==> src/rtl/ps2_key_state.sv <==
// ps2_key_state
//   Turns the raw PS/2 set-2 byte stream into held-key levels for the player
//   movement block. Make/break and E0-prefixed sequences are decoded, the held
//   state of each key is tracked, and the direction levels are re-sampled only
//   on startOfFrame so the movement FSM sees inputs that are constant for a
//   whole frame.
//
//   Ports:
//     clk             system clock
//     resetN          asynchronous active-low reset
//     byte_valid      one-cycle strobe, byte_in carries a new received byte
//     byte_in[7:0]    received scan byte
//     rx_error        receiver error / focus loss, drops every held key
//     startOfFrame    frame start pulse, updates the outputs
//     key_up/down/left/right  frame-latched held levels
//     key_enter_pulse one-cycle pulse at frame start if Enter was pressed
//                     since the previous frame
module ps2_key_state #(
    parameter int ENABLE_WASD    = 1,
    parameter int PREFIX_TIMEOUT = 50000
) (
    input  logic       clk,
    input  logic       resetN,
    input  logic       byte_valid,
    input  logic [7:0] byte_in,
    input  logic       rx_error,
    input  logic       startOfFrame,
    output logic       key_up,
    output logic       key_down,
    output logic       key_left,
    output logic       key_right,
    output logic       key_enter_pulse
);

    localparam int               CNT_W    = $clog2(PREFIX_TIMEOUT + 1);
    localparam logic [CNT_W-1:0] CNT_LAST = CNT_W'(PREFIX_TIMEOUT - 1);
    localparam logic             WASD_EN  = (ENABLE_WASD != 0);

    localparam logic [7:0] PFX_EXT = 8'hE0;
    localparam logic [7:0] PFX_BRK = 8'hF0;

    typedef enum logic [1:0] {
        IDLE_ST    = 2'd0,
        EXT_ST     = 2'd1,
        BRK_ST     = 2'd2,
        EXT_BRK_ST = 2'd3
    } state_t;

    // held bit layout: 0 up, 1 down, 2 left, 3 right (arrows), 4 W, 5 S, 6 A, 7 D
    state_t           state_q, state_d;
    logic [CNT_W-1:0] cnt_q, cnt_d;
    logic [7:0]       held_q, held_d;
    logic             enter_seen_q, enter_seen_d;
    logic             key_up_q, key_up_d;
    logic             key_down_q, key_down_d;
    logic             key_left_q, key_left_d;
    logic             key_right_q, key_right_d;
    logic             key_enter_pulse_q, key_enter_pulse_d;

    // Decoded meaning of the current byte
    logic       is_make;
    logic       is_break;
    logic       is_ext;
    logic       code_hit;
    logic [2:0] code_idx;
    logic       code_enter;

    always_comb begin
        state_d           = state_q;
        cnt_d             = cnt_q;
        held_d            = held_q;
        enter_seen_d      = enter_seen_q;
        key_up_d          = key_up_q;
        key_down_d        = key_down_q;
        key_left_d        = key_left_q;
        key_right_d       = key_right_q;
        key_enter_pulse_d = 1'b0;
        is_make           = 1'b0;
        is_break          = 1'b0;
        is_ext            = 1'b0;
        code_hit          = 1'b0;
        code_idx          = 3'd0;
        code_enter        = 1'b0;

        // Frame latch samples the registered held bits, so a byte arriving in
        // the same cycle only shows up at the following frame.
        if (startOfFrame) begin
            key_up_d          = held_q[0] | (WASD_EN & held_q[4]);
            key_down_d        = held_q[1] | (WASD_EN & held_q[5]);
            key_left_d        = held_q[2] | (WASD_EN & held_q[6]);
            key_right_d       = held_q[3] | (WASD_EN & held_q[7]);
            key_enter_pulse_d = enter_seen_q;
            enter_seen_d      = 1'b0;
        end

        if (rx_error) begin
            // Error dominates a coincident byte, which is simply dropped.
            state_d      = IDLE_ST;
            cnt_d        = '0;
            held_d       = '0;
            enter_seen_d = 1'b0;
        end else if (byte_valid) begin
            cnt_d = '0;
            unique case (state_q)
                IDLE_ST: begin
                    if (byte_in == PFX_EXT)      state_d = EXT_ST;
                    else if (byte_in == PFX_BRK) state_d = BRK_ST;
                    else                         is_make = 1'b1;
                end
                EXT_ST: begin
                    if (byte_in == PFX_BRK)      state_d = EXT_BRK_ST;
                    else if (byte_in != PFX_EXT) begin
                        is_make = 1'b1;
                        is_ext  = 1'b1;
                        state_d = IDLE_ST;
                    end
                end
                BRK_ST: begin
                    if (byte_in == PFX_EXT)      state_d = EXT_ST;
                    else if (byte_in != PFX_BRK) begin
                        is_break = 1'b1;
                        state_d  = IDLE_ST;
                    end
                end
                EXT_BRK_ST: begin
                    if (byte_in == PFX_EXT)      state_d = EXT_ST;
                    else if (byte_in == PFX_BRK) state_d = BRK_ST;
                    else begin
                        is_break = 1'b1;
                        is_ext   = 1'b1;
                        state_d  = IDLE_ST;
                    end
                end
                default: state_d = IDLE_ST;
            endcase

            if (is_ext) begin
                case (byte_in)
                    8'h75:   begin code_hit = 1'b1; code_idx = 3'd0; end
                    8'h72:   begin code_hit = 1'b1; code_idx = 3'd1; end
                    8'h6B:   begin code_hit = 1'b1; code_idx = 3'd2; end
                    8'h74:   begin code_hit = 1'b1; code_idx = 3'd3; end
                    default: code_hit = 1'b0;
                endcase
            end else begin
                case (byte_in)
                    8'h1D:   begin code_hit = WASD_EN; code_idx = 3'd4; end
                    8'h1B:   begin code_hit = WASD_EN; code_idx = 3'd5; end
                    8'h1C:   begin code_hit = WASD_EN; code_idx = 3'd6; end
                    8'h23:   begin code_hit = WASD_EN; code_idx = 3'd7; end
                    8'h5A:   code_enter = 1'b1;
                    default: code_hit = 1'b0;
                endcase
            end

            // Repeat makes and breaks of unheld keys fall out as no-ops.
            if (code_hit && (is_make || is_break)) begin
                held_d[code_idx] = is_make;
            end
            // Applied after the frame clear so a coincident Enter make survives.
            if (code_enter && is_make) begin
                enter_seen_d = 1'b1;
            end
        end else if (state_q != IDLE_ST) begin
            if (cnt_q == CNT_LAST) begin
                state_d = IDLE_ST;
                cnt_d   = '0;
            end else begin
                cnt_d = cnt_q + CNT_W'(1);
            end
        end
    end

    always_ff @(posedge clk or negedge resetN) begin
        if (!resetN) begin
            state_q           <= IDLE_ST;
            cnt_q             <= '0;
            held_q            <= '0;
            enter_seen_q      <= 1'b0;
            key_up_q          <= 1'b0;
            key_down_q        <= 1'b0;
            key_left_q        <= 1'b0;
            key_right_q       <= 1'b0;
            key_enter_pulse_q <= 1'b0;
        end else begin
            state_q           <= state_d;
            cnt_q             <= cnt_d;
            held_q            <= held_d;
            enter_seen_q      <= enter_seen_d;
            key_up_q          <= key_up_d;
            key_down_q        <= key_down_d;
            key_left_q        <= key_left_d;
            key_right_q       <= key_right_d;
            key_enter_pulse_q <= key_enter_pulse_d;
        end
    end

    assign key_up          = key_up_q;
    assign key_down        = key_down_q;
    assign key_left        = key_left_q;
    assign key_right       = key_right_q;
    assign key_enter_pulse = key_enter_pulse_q;

endmodule

==> config.mk <==
export PLATFORM = sky130hd
export DESIGN_NAME = ps2_key_state
export DESIGN_NICKNAME = d
export VERILOG_FILES = /design/src/rtl/ps2_key_state.sv
export SDC_FILE = /design/constraint.sdc
export NUM_CORES = 1
export LEC_CHECK = 0
export ABC_AREA = 1
export CAP_MARGIN = 0
export CORE_MARGIN = 2
export CORE_UTILIZATION = 65
export CTS_BUF_LIST = sky130_fd_sc_hd__clkbuf_2 sky130_fd_sc_hd__clkbuf_4 sky130_fd_sc_hd__clkbuf_8
export DETAILED_ROUTE_END_ITERATION = 10
export PLACE_DENSITY = 0.95
export SYNTH_ARGS = -nofsm -noshare
export SYNTH_HDL_FRONTEND = slang
export SYNTH_SLANG_ARGS = --single-unit
==> constraint.sdc <==
create_clock -name clk -period 3.3 [get_ports clk]
set_clock_uncertainty 0.05 [all_clocks]
set_input_delay 0.33 -clock clk [delete_from_list [all_inputs] [get_ports clk]]
set_output_delay 0.33 -clock clk [all_outputs]
set_load 0.1 [all_outputs]
# Word level (Yosys, flattened, before mapping)
# Cells that the tools add are included.
# word_totals
regBits	32
latch_bits	0
ramBits	0
romBits	0
output_inout_bits	5
wordCells	107
memories	0
# op_classes
addsub	1
mul	0
div	0
n_lt_le_gt_ge	2
n_eq_ne	20
shifts	0
mux	57
bitwise_logic	4
n_reduce_logical	14
# op_table
op	n
16-bit two-way mux	4
8-bit by 7-bit == test with 1-bit output, second input constant	5
1-bit two-way mux	27
8-bit by 5-bit == test with 1-bit output, second input constant	3
2-bit two-way mux	12
8-bit two-way mux	3
16-bit by 1-bit adder with 16-bit output, second input constant	1
16-bit == test, second input constant	1
8-bit == test, second input constant	2
8-bit inequality test, second input constant	2
5-bit inequality test, second input constant	3
3-bit case mux with 4 select lines	1
3-bit two-way mux	3
8-bit bitwise mux	1
8-bit by 6-bit == test with 1-bit output, second input constant	1
2-bit case mux with 4 select lines	1
4-bit OR reduction	2
1-bit case mux with 2 select lines	3
2-bit case mux with 3 select lines	1
2-bit nonzero test	3
3-bit nonzero test	2
5-bit AND reduction	1
2-bit == test, second input constant	2
3-bit by 4-bit < comparator with 1-bit output, second input constant	1
other kinds (8)	13

# Logic depth before layout (Yosys ltp)
# Gate-level depths: netlist of run 1.
# depth
ltp_word	17
ltp_mapped	13
depth_no_buf	13

# Least setup slack after synthesis of run 1
# No wires, ideal clock.
# synth_path
path_type	register to register
startpoint	register cnt_q[1]
endpoint	register state_q[1]
setup_time_ns	0.117
t_arrival_ns	1.287
t_required_ns	3.133
slack_ns	1.846
stages_incl_launch_ff	12
n_path_buf	1
period_less_slack_ns	1.454
cell_sequence	dfrtp_1 -> ha_1 -> nand2_1 -> nor3_1 -> nand2_1 -> nand2_1 -> inv_2 -> nor2_2 -> buf_4 -> nand2_1 -> nand2_1 -> nand2_1
# synth_between
elab_chain_cells	3
# synth_rtl
item	line_no	rtl
start: declaration	51	logic [CNT_W-1:0] cnt_q, cnt_d;
start signal: assignment	187	cnt_q <= cnt_d;
16-bit == test	165	if (cnt_q == CNT_LAST) begin
3-bit nonzero test (no line)	-	
5-bit AND reduction (no line)	-	
end signal: assignment	186	state_q <= state_d;
end: declaration	50	state_t state_q, state_d;
# Every way passes these cells.
# A chain may end at the register's enable or synchronous reset.

# Worst setup path after layout of run 1
# layout_path
startpoint	register key_up_q, in the netlist key_up
endpoint	output port key_up
# layout_lines
item	line_no	rtl
start: declaration	54	logic key_up_q, key_up_d;
start signal: assignment	190	key_up_q <= key_up_d;
end: declaration	28	output logic key_up,
# No word-level cell between the ends.

==> results.py, run 1 <==
metrics = {
    "synth": {
        "synth.largest_area_cell": "dfrtp_1",
        "synthXorXnorAreaFrac_pct": 1.18,
        "synth_area_leaders": "dfrtp_1 (36%), nand2_1 (15%), nor2_1 (8.6%)",
        "yosysTopAreaCellShare_pct": 36.0,
        "synthMuxAreaShare_pct": 0,
        "synth.avg_cell_area_um2": 6.88,
        "ys_types": 33,
        "synth_top_family_by_area": "simple AND/OR/NAND/NOR gates",
        "synthCells": 323,
        "ys.warnings.count": 0,
        "yosys.area_share.adder_pct": 0.563,
        "synth_seq_cells": 32,
        "syn-cell-area_um2": 2220,
        "synth_compound_area_share_pct": 8.90,
        "synthSimpleGateAreaFrac_pct": 44.3,
        "seq_area_frac_synth_pct": 36.0,
        "synthesis.nets": 337,
    },
    "clocking": {
        "cts_tree": "yes",
        "clk_pin_slew_ns": 0.10,
        "htree_levels": 2,
        "cts.sinks": 32,
        "clk-insertion-delay-late_ns": 0.34,
        "cts.hold.buffers_added": 0,
        "cts_setup_buffers": 0,
        "cts_buffers": 5,
        "clk_path_buf_depth": 2,
        "root_buffer": "clkbuf_4",
        "cts_resized": 0,
    },
    "power": {
        "p_leak_nw": 1.25,
        "finalPower_uw": 871,
        "peakVddDrop_uv": 227,
        "powerDensity_nw_per_um2": 347,
    },
    "worst_setup_path": {
        "cp_top_family": "buffers and inverters",
        "required_ns": 2.92,
        "r2r_slack_ns": 1.41,
        "rr_startpoint": "cnt_q[1]",
        "worst-path-buf-inv": 1,
        "crit_type": "reg -> out",
        "path_cells": "clkdlybuf4s50_1",
        "r2r_cells": 10,
        "crit_arrival_ns": 1.84,
        "cpPeakStageDelay_ns": 1.13,
        "reg2reg_to": "cnt_q[10]",
        "startpoint_type": "register",
        "crit_start": "key_up",
        "cpMaxStageDelayCell": "clkdlybuf4s50_1",
        "critPathMaxFanout": 2,
        "worst_setup_path_end_kind": "primary output",
    },
    "drt": {
        "vias_per_cell": 5.23,
        "vias": 2043,
        "wl_met2_mm": 2.45,
        "drtAntennaViolNets": 0,
        "routedWlPerCell_um": 11.9,
        "drt_iter0_drc": 144,
        "top_layer": "met4",
        "drc": 0,
        "drtPass1Iterations": 4,
        "wl_mm": 4.64,
        "met1Wirelength_mm": 1.96,
        "met3WireLength_um": 176,
    },
    "floorplanning": {
        "ios": 18,
        "die_h_um": 62.5,
        "die_area_um2": 3900,
        "initial_utilization_pct": 67.1,
        "num_rows": 21,
        "die_w_um": 62.5,
        "core_area_um2": 3310,
    },
    "sta": {
        "final_max_slew_viol_count": 0,
        "fmax_mhz": 450,
        "grt_setup_unrepaired": "no",
        "hold_ws_ns": 0.332,
        "hold_viol": 0,
        "fin_tns_setup_ns": 0,
        "worst_pin_slew_ns": 0.982,
        "timing.final.crit_share_pct": 67.4,
        "fin_crit_ns": 2.22,
        "slew_headroom_pct": 34.3,
        "setup_violations": 0,
    },
    "global_route": {
        "grt_pass1_wl_mm": 8.22,
        "grt.total_usage_pct": 26.1,
        "grt_pass1_vias": 2011,
        "antenna_found_initial": 0,
        "grt_start_max_net_pins": 33,
        "gr-total-overflow": 0,
    },
    "final_layout": {
        "layout.nets": 358,
        "diodes": 0,
        "drive_above_1_share_pct": 15.7,
        "stdcell_area_um2": 2510,
        "utilization_pct": 75.9,
        "synthToLayoutAreaGrowth_pct": 13.0,
    },
    "placed_design": {
        "place_area_um2": 2430,
        "dp_hpwl_mm": 3.62,
        "io_buffers": 17,
        "place_congestion": 0.897,
    },
    "min_path": {
        "min_path_type": "in -> async",
    },
    "flow_run": {
        "drv_cap": 0,
    },
    "run_status": {
        "status": "finished clean",
    },
}
[per-layer routing]
layer,up-vias,track usage [%]
met1,930,29.0
met2,48,49.2
met5,-,0
li1,1058,-
met4,0,8.06
met3,7,5.77
[metrics by stage]
| step | setup slack, ns | std cells |
|---|---|---|
| 2_1_floorplan | 1.85 | 323 |
| 3_3_place_gp | 1.19 | 383 |
| 3_5_place_dp | 1.13 | 383 |
| 4_1_cts | 1.07 | 391 |
| 5_1_grt | 1.03 | 391 |
| 6_report | 1.08 | 391 |
[registers in the layout, summed over array words and instances (netlist names)]
| register | count |
|---|---|
| cnt_q | 16 |
| held_q | 8 |
| state_q | 2 |
| enter_seen_q | 1 |
| key_down | 1 |
| key_enter_pulse | 1 |
| key_left | 1 |
| key_right | 1 |
| key_up | 1 |
[worst register-to-register path, delay by kind of cell, from the launching register on]
kind | cells | cell delay (ns)
fa+ha+maj | 1 | 0.17
buf+inv | 2 | 0.22
simple gates | 5 | 0.77
compound gates | 2 | 0.18
flops | 1 | 0.38
[how the worst max path moves through the flow]
stage	end	slack [ns]	cells past startpoint
after floorplan	state_q[1]	1.85	11
after global placement	cnt_q[10]	1.19	8
after detailed placement	cnt_q[10]	1.13	8
after CTS	key_up	1.07	1
after global routing	key_down	1.03	1
final	key_up	1.08	1
[synth_stat cells]
cell type  instances
nand2_1           88
nor2_1            51
inv_1             35
dfrtp_1           32
nand3_1           15
a21oi_1           11
nand2_4           10
inv_2              9
nor2_2             9
nor3_1             9
nand2_2            8
o21ai_0            8
nand4_1            5
o21bai_1           5
buf_4              3
nor2_4             3
o21ai_1            3
a31oi_1            2
o22ai_1            2
xor2_1             2
a21oi_2            1
clkbuf_1           1
clkinv_1           1
ha_1               1
inv_4              1
nand3_2            1
nand3_4            1
nor3_4             1
nor3b_1            1
nor4_1             1
o21ai_2            1
o31ai_1            1
xnor2_1            1
[power breakdown]
group	internal (mW)	switching [mW]	leakage, nW
sequential	0.402	0.00806	0.437
clock	0.167	0.145	0.0456
combinational	0.0429	0.106	0.767
total	0.611	0.259	1.25
[area by class of cell]
cell class | count | area [um^2]
well taps | 46 | 57.6
repair buffers | 18 | 178
flip-flops and latches | 32 | 801
inverters | 46 | 175
fillers | 252 | 800
clock inverters | 2 | 35.0
clock buffers | 6 | 45.0
multi-input cells | 241 | 1220
[cells in the final DEF (no fill, tap or decap), types with 2 or more instances in the layout]
master / synthesis / routed
inv_2: 9 / 9
nand2_2: 8 / 8
clkdlybuf4s50_1: 0 / 17
clkbuf_4: 0 / 6
nand2_1: 88 / 88
nor2_4: 3 / 3
o21bai_1: 5 / 5
nor3_1: 9 / 9
o21ai_0: 8 / 8
nand3_1: 15 / 15
a21oi_1: 11 / 11
dfrtp_1: 32 / 32
nand2_4: 10 / 10
xor2_1: 2 / 2
inv_1: 35 / 35
o21ai_1: 3 / 3
nor2_1: 51 / 51
o22ai_1: 2 / 2
nand4_1: 5 / 5
a31oi_1: 2 / 2
nor2_2: 9 / 9
[cells by family after synthesis]
kind of cell | after synthesis
compound gates | 34
simple gates | 203
fa+ha+maj | 1
buf+inv | 50
flops | 32
xor+xnor | 3
Power figures use the tool's default switching activity.
==> run 2: changes to the inputs <==
--- a/config.mk
+++ b/config.mk
@@ -8,10 +8,10 @@
 export ABC_AREA = 1
 export CAP_MARGIN = 0
 export CORE_MARGIN = 2
-export CORE_UTILIZATION = 65
+export CORE_UTILIZATION = 54
 export CTS_BUF_LIST = sky130_fd_sc_hd__clkbuf_2 sky130_fd_sc_hd__clkbuf_4 sky130_fd_sc_hd__clkbuf_8
 export DETAILED_ROUTE_END_ITERATION = 10
-export PLACE_DENSITY = 0.95
+export PLACE_DENSITY = 0.86
 export SYNTH_ARGS = -nofsm -noshare
 export SYNTH_HDL_FRONTEND = slang
 export SYNTH_SLANG_ARGS = --single-unit
==> constraint.sdc (replaced) <==
create_clock -name clk -period 1.9 [get_ports clk]
set_clock_uncertainty 0.05 [all_clocks]
set_input_delay 0.19 -clock clk [delete_from_list [all_inputs] [get_ports clk]]
set_output_delay 0.19 -clock clk [all_outputs]
set_load 0.1 [all_outputs]
==> results.py, run 2 (same netlist as run 1, synthesis figures left out) <==
metrics = {
    "sta": {
        "worst_pin_slew_ns": 0.406,
        "slew_headroom_pct": 73.0,
        "hold_viol": 0,
        "fmax_mhz": 596,
        "fin_crit_ns": 1.68,
        "final_max_slew_viol_count": 0,
        "fin_tns_setup_ns": 0,
        "setup_violations": 0,
        "timing.final.crit_share_pct": 88.4,
        "hold_ws_ns": 0.252,
        "grt_setup_unrepaired": "no",
    },
    "drt": {
        "routedWlPerCell_um": 11.9,
        "drc": 0,
        "drt_iter0_drc": 81,
        "vias": 2058,
        "wl_mm": 4.76,
        "drtAntennaViolNets": 0,
        "vias_per_cell": 5.13,
        "drtPass1Iterations": 4,
    },
    "floorplanning": {
        "die_w_um": 68.2,
        "initial_utilization_pct": 56.0,
        "core_area_um2": 3970,
        "num_rows": 23,
        "die_area_um2": 4640,
        "ios": 18,
        "die_h_um": 68.2,
    },
    "final_layout": {
        "utilization_pct": 64.4,
        "multi_input_area_um2": 1220,
        "final_cell_mix": "nand2_1 (88), nor2_1 (51), inv_1 (35), dfrtp_1 (32), nand3_1 (15)",
        "fillers": 356,
        "instances_no_fill": 401,
        "layout.nets": 365,
        "seq_area_um2": 801,
        "diodes": 0,
        "layout.cells.most_common": "nand2_1",
        "largest_reg_flops": 16,
        "drive_above_1_share_pct": 18.5,
        "synthToLayoutAreaGrowth_pct": 15.1,
        "reg_top3": "cnt_q (16), held_q (8), state_q (2)",
        "max_flop_register": "cnt_q",
    },
    "power": {
        "p_leak_nw": 1.29,
        "powerDensity_nw_per_um2": 587,
        "finalPower_mw": 1.50,
        "peakVddDrop_uv": 420,
    },
    "global_route": {
        "grt_pass1_vias": 2034,
        "grt_pass1_wl_mm": 8.20,
        "grt.total_usage_pct": 23.6,
        "grt_start_max_net_pins": 33,
        "antenna_found_initial": 0,
        "gr-total-overflow": 0,
    },
    "worst_setup_path": {
        "worst_setup_path_end_kind": "register",
        "crit_arrival_ns": 1.79,
        "crit_type": "reg -> reg",
        "startpoint_type": "register",
        "critPathMaxFanout": 5,
        "required_ns": 2.01,
    },
    "clocking": {
        "clk_pin_slew_ns": 0.07,
        "clk-insertion-delay-late_ns": 0.29,
        "root_buffer": "clkbuf_8",
        "clk_path_buf_depth": 2,
        "cts.sinks": 32,
        "cts_resized": 0,
        "cts_setup_buffers": 0,
        "cts.hold.buffers_added": 0,
        "cts_buffers": 5,
        "htree_levels": 2,
        "cts_tree": "yes",
    },
    "placed_design": {
        "io_buffers": 17,
        "place_congestion": 0.904,
        "dp.cells": 394,
        "dp_hpwl_mm": 3.79,
    },
    "flow_run": {
        "drv_cap": 0,
    },
    "run_status": {
        "status": "finished clean",
    },
    "min_path": {
        "min_path_type": "in -> async",
    },
}
## run 2: changes by cell type in the layout (fill, tap and decap cells not counted)
cell             previous run  this run
clkdlybuf4s50_1            17        12
bufinv_16                   1         0
buf_4                       1        13
clkbuf_4                    6         1
clkbuf_8                    0         5
## run 2: critical path, stage by stage, from the launching register on
cell and delay (ns):
dfrtp_1 0.39, ha_1 0.19, nand2_1 0.08, nor3_1 0.16, nand2_1 0.07, nand2_1 0.08, inv_2 0.06, nor2_2 0.15
inv_1 0.13, o21ai_0 0.11, a21oi_1 0.07
## run 2: cell type report
cell class              instances  share of cell area, %
clock buffers                   6                   2.98
flip-flops and latches         32                   31.3
multi-input cells             241                   47.7
repair buffers                 25                   8.51
well taps                      50                   2.45
clock inverters                 1                  0.196
inverters                      46                   6.85
## run 2: where the power goes
group          internal [mW]  switching, mW  total [mW]
clock                  0.263          0.249       0.512
combinational         0.0863          0.192       0.278
sequential             0.698         0.0135       0.712
total                   1.05          0.454        1.50
## run 2: metrics by stage
stage          instance area, um^2  setup WS [ns]
6_report                      2560          0.221
5_1_grt                       2560         0.0881
4_1_cts                       2560          0.220
3_5_place_dp                  2480        -0.0249
3_3_place_gp                  2480         0.0167
2_1_floorplan                 2220          0.446
## run 2: metal layers
metal,track usage [%],vias up,part of all wire (%)
met5,0,-,0
met1,26.3,947,44
met2,43.4,27,52
met4,9.00,0,2.1
li1,-,1072,-
met3,4.93,12,2.2
## run 2: final timing paths
path	from	end	slack, ns	cells past startpoint
worst min register to register	enter_seen_q	key_enter_pulse	0.46	2
worst min-delay path	resetN	cnt_q[0]	0.25	2
max in group asynchronous	resetN	key_left	1.25	2
min in group clk	enter_seen_q	key_enter_pulse	0.46	2
worst max-delay path	cnt_q[1]	cnt_q[10]	0.22	10
worst max register to register	cnt_q[1]	cnt_q[10]	0.22	10
==> run 3: changes to the inputs <==
--- a/config.mk
+++ b/config.mk
@@ -8,10 +8,10 @@
 export ABC_AREA = 1
 export CAP_MARGIN = 0
 export CORE_MARGIN = 2
-export CORE_UTILIZATION = 54
+export CORE_UTILIZATION = 65
 export CTS_BUF_LIST = sky130_fd_sc_hd__clkbuf_2 sky130_fd_sc_hd__clkbuf_4 sky130_fd_sc_hd__clkbuf_8
 export DETAILED_ROUTE_END_ITERATION = 10
-export PLACE_DENSITY = 0.86
+export PLACE_DENSITY = 0.95
 export SYNTH_ARGS = -nofsm -noshare
 export SYNTH_HDL_FRONTEND = slang
 export SYNTH_SLANG_ARGS = --single-unit
==> constraint.sdc (replaced) <==
create_clock -name clk -period 2 [get_ports clk]
set_clock_uncertainty 0.05 [all_clocks]
set_input_delay 0.2 -clock clk [delete_from_list [all_inputs] [get_ports clk]]
set_output_delay 0.2 -clock clk [all_outputs]
set_load 0.1 [all_outputs]
==> results.py, run 3 (same netlist as run 1, synthesis figures left out) <==
metrics = {
    "final_layout": {
        "multi_input_area_um2": 1220,
        "drive_above_1_share_pct": 17.6,
        "diodes": 0,
        "reg_top3": "cnt_q (16), held_q (8), state_q (2)",
        "largest_reg_flops": 16,
        "max_flop_register": "cnt_q",
        "layout.nets": 360,
        "fillers": 269,
        "final_cell_mix": "nand2_1 (88), nor2_1 (51), inv_1 (35), dfrtp_1 (32), nand3_1 (15)",
        "layout.cells.most_common": "nand2_1",
        "seq_area_um2": 801,
        "stdcell_area_um2": 2520,
        "synthToLayoutAreaGrowth_pct": 13.3,
    },
    "sta": {
        "final_max_slew_viol_count": 0,
        "fmax_mhz": 568,
        "hold_viol": 0,
        "fin_crit_ns": 1.76,
        "slew_headroom_pct": 73.7,
        "worst_pin_slew_ns": 0.395,
        "setup_violations": 0,
        "fin_tns_setup_ns": 0,
        "timing.final.crit_share_pct": 88.0,
        "grt_setup_unrepaired": "no",
    },
    "power": {
        "power.net_switching_uw": 430,
        "pwr-share-seq_pct": 47.4,
        "peakVddDrop_uv": 298,
        "swShare_pct": 30.2,
        "powerDensity_nw_per_um2": 566,
        "p_leak_nw": 1.26,
        "combPwrFrac_pct": 18.0,
        "finalPower_mw": 1.43,
        "clkPwrFrac_pct": 34.7,
        "cell_internal_pwr_uw": 996,
    },
    "worst_setup_path": {
        "reg2reg_to": "cnt_q[10]",
        "critPathMaxFanout": 8,
        "r2r_cells": 10,
        "critPathCapture": "cnt_q[10]",
        "required_ns": 2.18,
        "startpoint_type": "register",
        "worst_setup_path_end_kind": "register",
        "crit_start": "cnt_q[10]",
        "crit_type": "reg -> reg",
        "r2r_slack_ns": 0.24,
        "rr_startpoint": "cnt_q[10]",
        "crit_arrival_ns": 1.94,
    },
    "global_route": {
        "grt.total_usage_pct": 26.8,
        "antenna_found_initial": 0,
        "gr-total-overflow": 0,
        "grt_pass1_vias": 2084,
        "grt_pass1_wl_mm": 8.53,
        "grt_start_max_net_pins": 33,
    },
    "clocking": {
        "cts.sinks": 32,
        "cts_buffers": 5,
        "cts_resized": 0,
        "clk_path_buf_depth": 2,
        "clk-insertion-delay-late_ns": 0.34,
        "root_buffer": "clkbuf_4",
        "cts_tree": "yes",
        "cts_setup_buffers": 0,
        "htree_levels": 2,
        "cts.hold.buffers_added": 0,
        "clk_pin_slew_ns": 0.11,
    },
    "drt": {
        "vias_per_cell": 5.31,
        "routedWlPerCell_um": 12.0,
        "wl_mm": 4.72,
        "vias": 2087,
        "drt_iter0_drc": 144,
        "drtPass1Iterations": 6,
        "drtAntennaViolNets": 0,
        "drc": 0,
    },
    "min_path": {
        "min_path_type": "in -> async",
    },
    "run_status": {
        "status": "finished clean",
    },
    "floorplanning": {
        "ios": 18,
        "die_w_um": 62.5,
        "num_rows": 21,
        "die_area_um2": 3900,
        "core_area_um2": 3310,
        "die_h_um": 62.5,
        "initial_utilization_pct": 67.1,
    },
    "placed_design": {
        "place_congestion": 0.925,
        "dp_hpwl_mm": 3.62,
        "place_area_um2": 2430,
        "io_buffers": 17,
    },
    "flow_run": {
        "drv_cap": 0,
    },
}
-- run 3: cell count changes in the layout (fill, tap and decap cells not counted), sizes merged --
| cell | delta |
|---|---|
| clkinvlp | +1 |
| clkbuf | -1 |
| bufinv | +1 |
| buf | -5 |
-- run 3: layer usage --
layer  routed length, um  up-vias  global-route usage, %  part of all wire, %
met5                   0        -                      0                    0
met4                 140        0                   11.1                  3.0
met3                 210       16                   4.68                  4.5
met2                2430       58                   48.8                   52
met1                1940      953                   30.9                   41
li1                    -     1060                      -                    -
-- run 3: area by class of cell --
cell class              instances  share of cell area [%]
clock buffers                   5                    1.49
clock inverters                 3                    1.69
inverters                      46                    6.95
multi-input cells             241                    48.6
flip-flops and latches         32                    31.8
well taps                      46                    2.29
repair buffers                 20                    7.15
-- run 3: how the worst min path moves through the flow --
stage | start | endpoint | slack (ns) | cells past startpoint
floorplan | resetN | cnt_q[0] | -0.15 | 0
global placement | enter_seen_q | key_enter_pulse | 0.42 | 2
detailed placement | enter_seen_q | key_enter_pulse | 0.43 | 2
CTS | resetN | cnt_q[12] | 0.21 | 2
global route | resetN | key_up | 0.25 | 2
finish | resetN | cnt_q[9] | 0.20 | 2
-- run 3: critical path, cell delays in order (launching register included) --
cell and delay (ns):
dfrtp_1 0.39, inv_1 0.19, nand3_1 0.12, nor2_1 0.16, nand2_1 0.08, nand2_1 0.10, inv_2 0.07, nor2_4 0.18
inv_1 0.14, o21ai_0 0.10, a21oi_1 0.06
-- run 3: per-stage QoR --
step                hold WS [ns]  util, %  worst slack [ns]  instances
floorplan                 -0.146        -             0.546        323
finish                     0.198     76.1             0.239        393
detailed placement         0.432     73.5            0.0479        385
global placement           0.424     73.5            0.0930        385
global route               0.250     76.1            0.0931        393
CTS                        0.212     75.9             0.132        393
-- run 3: power by group through the flow --
stage / combinational, mW / clock, mW / sequential (mW)
4_1_cts: 0.254 / 0.500 / 0.675
5_1_grt: 0.280 / 0.535 / 0.678
2_1_floorplan: 0.117 / 0 / 0.738
6_report: 0.256 / 0.494 / 0.676
3_5_place_dp: 0.253 / 0 / 0.688
3_3_place_gp: 0.248 / 0 / 0.687
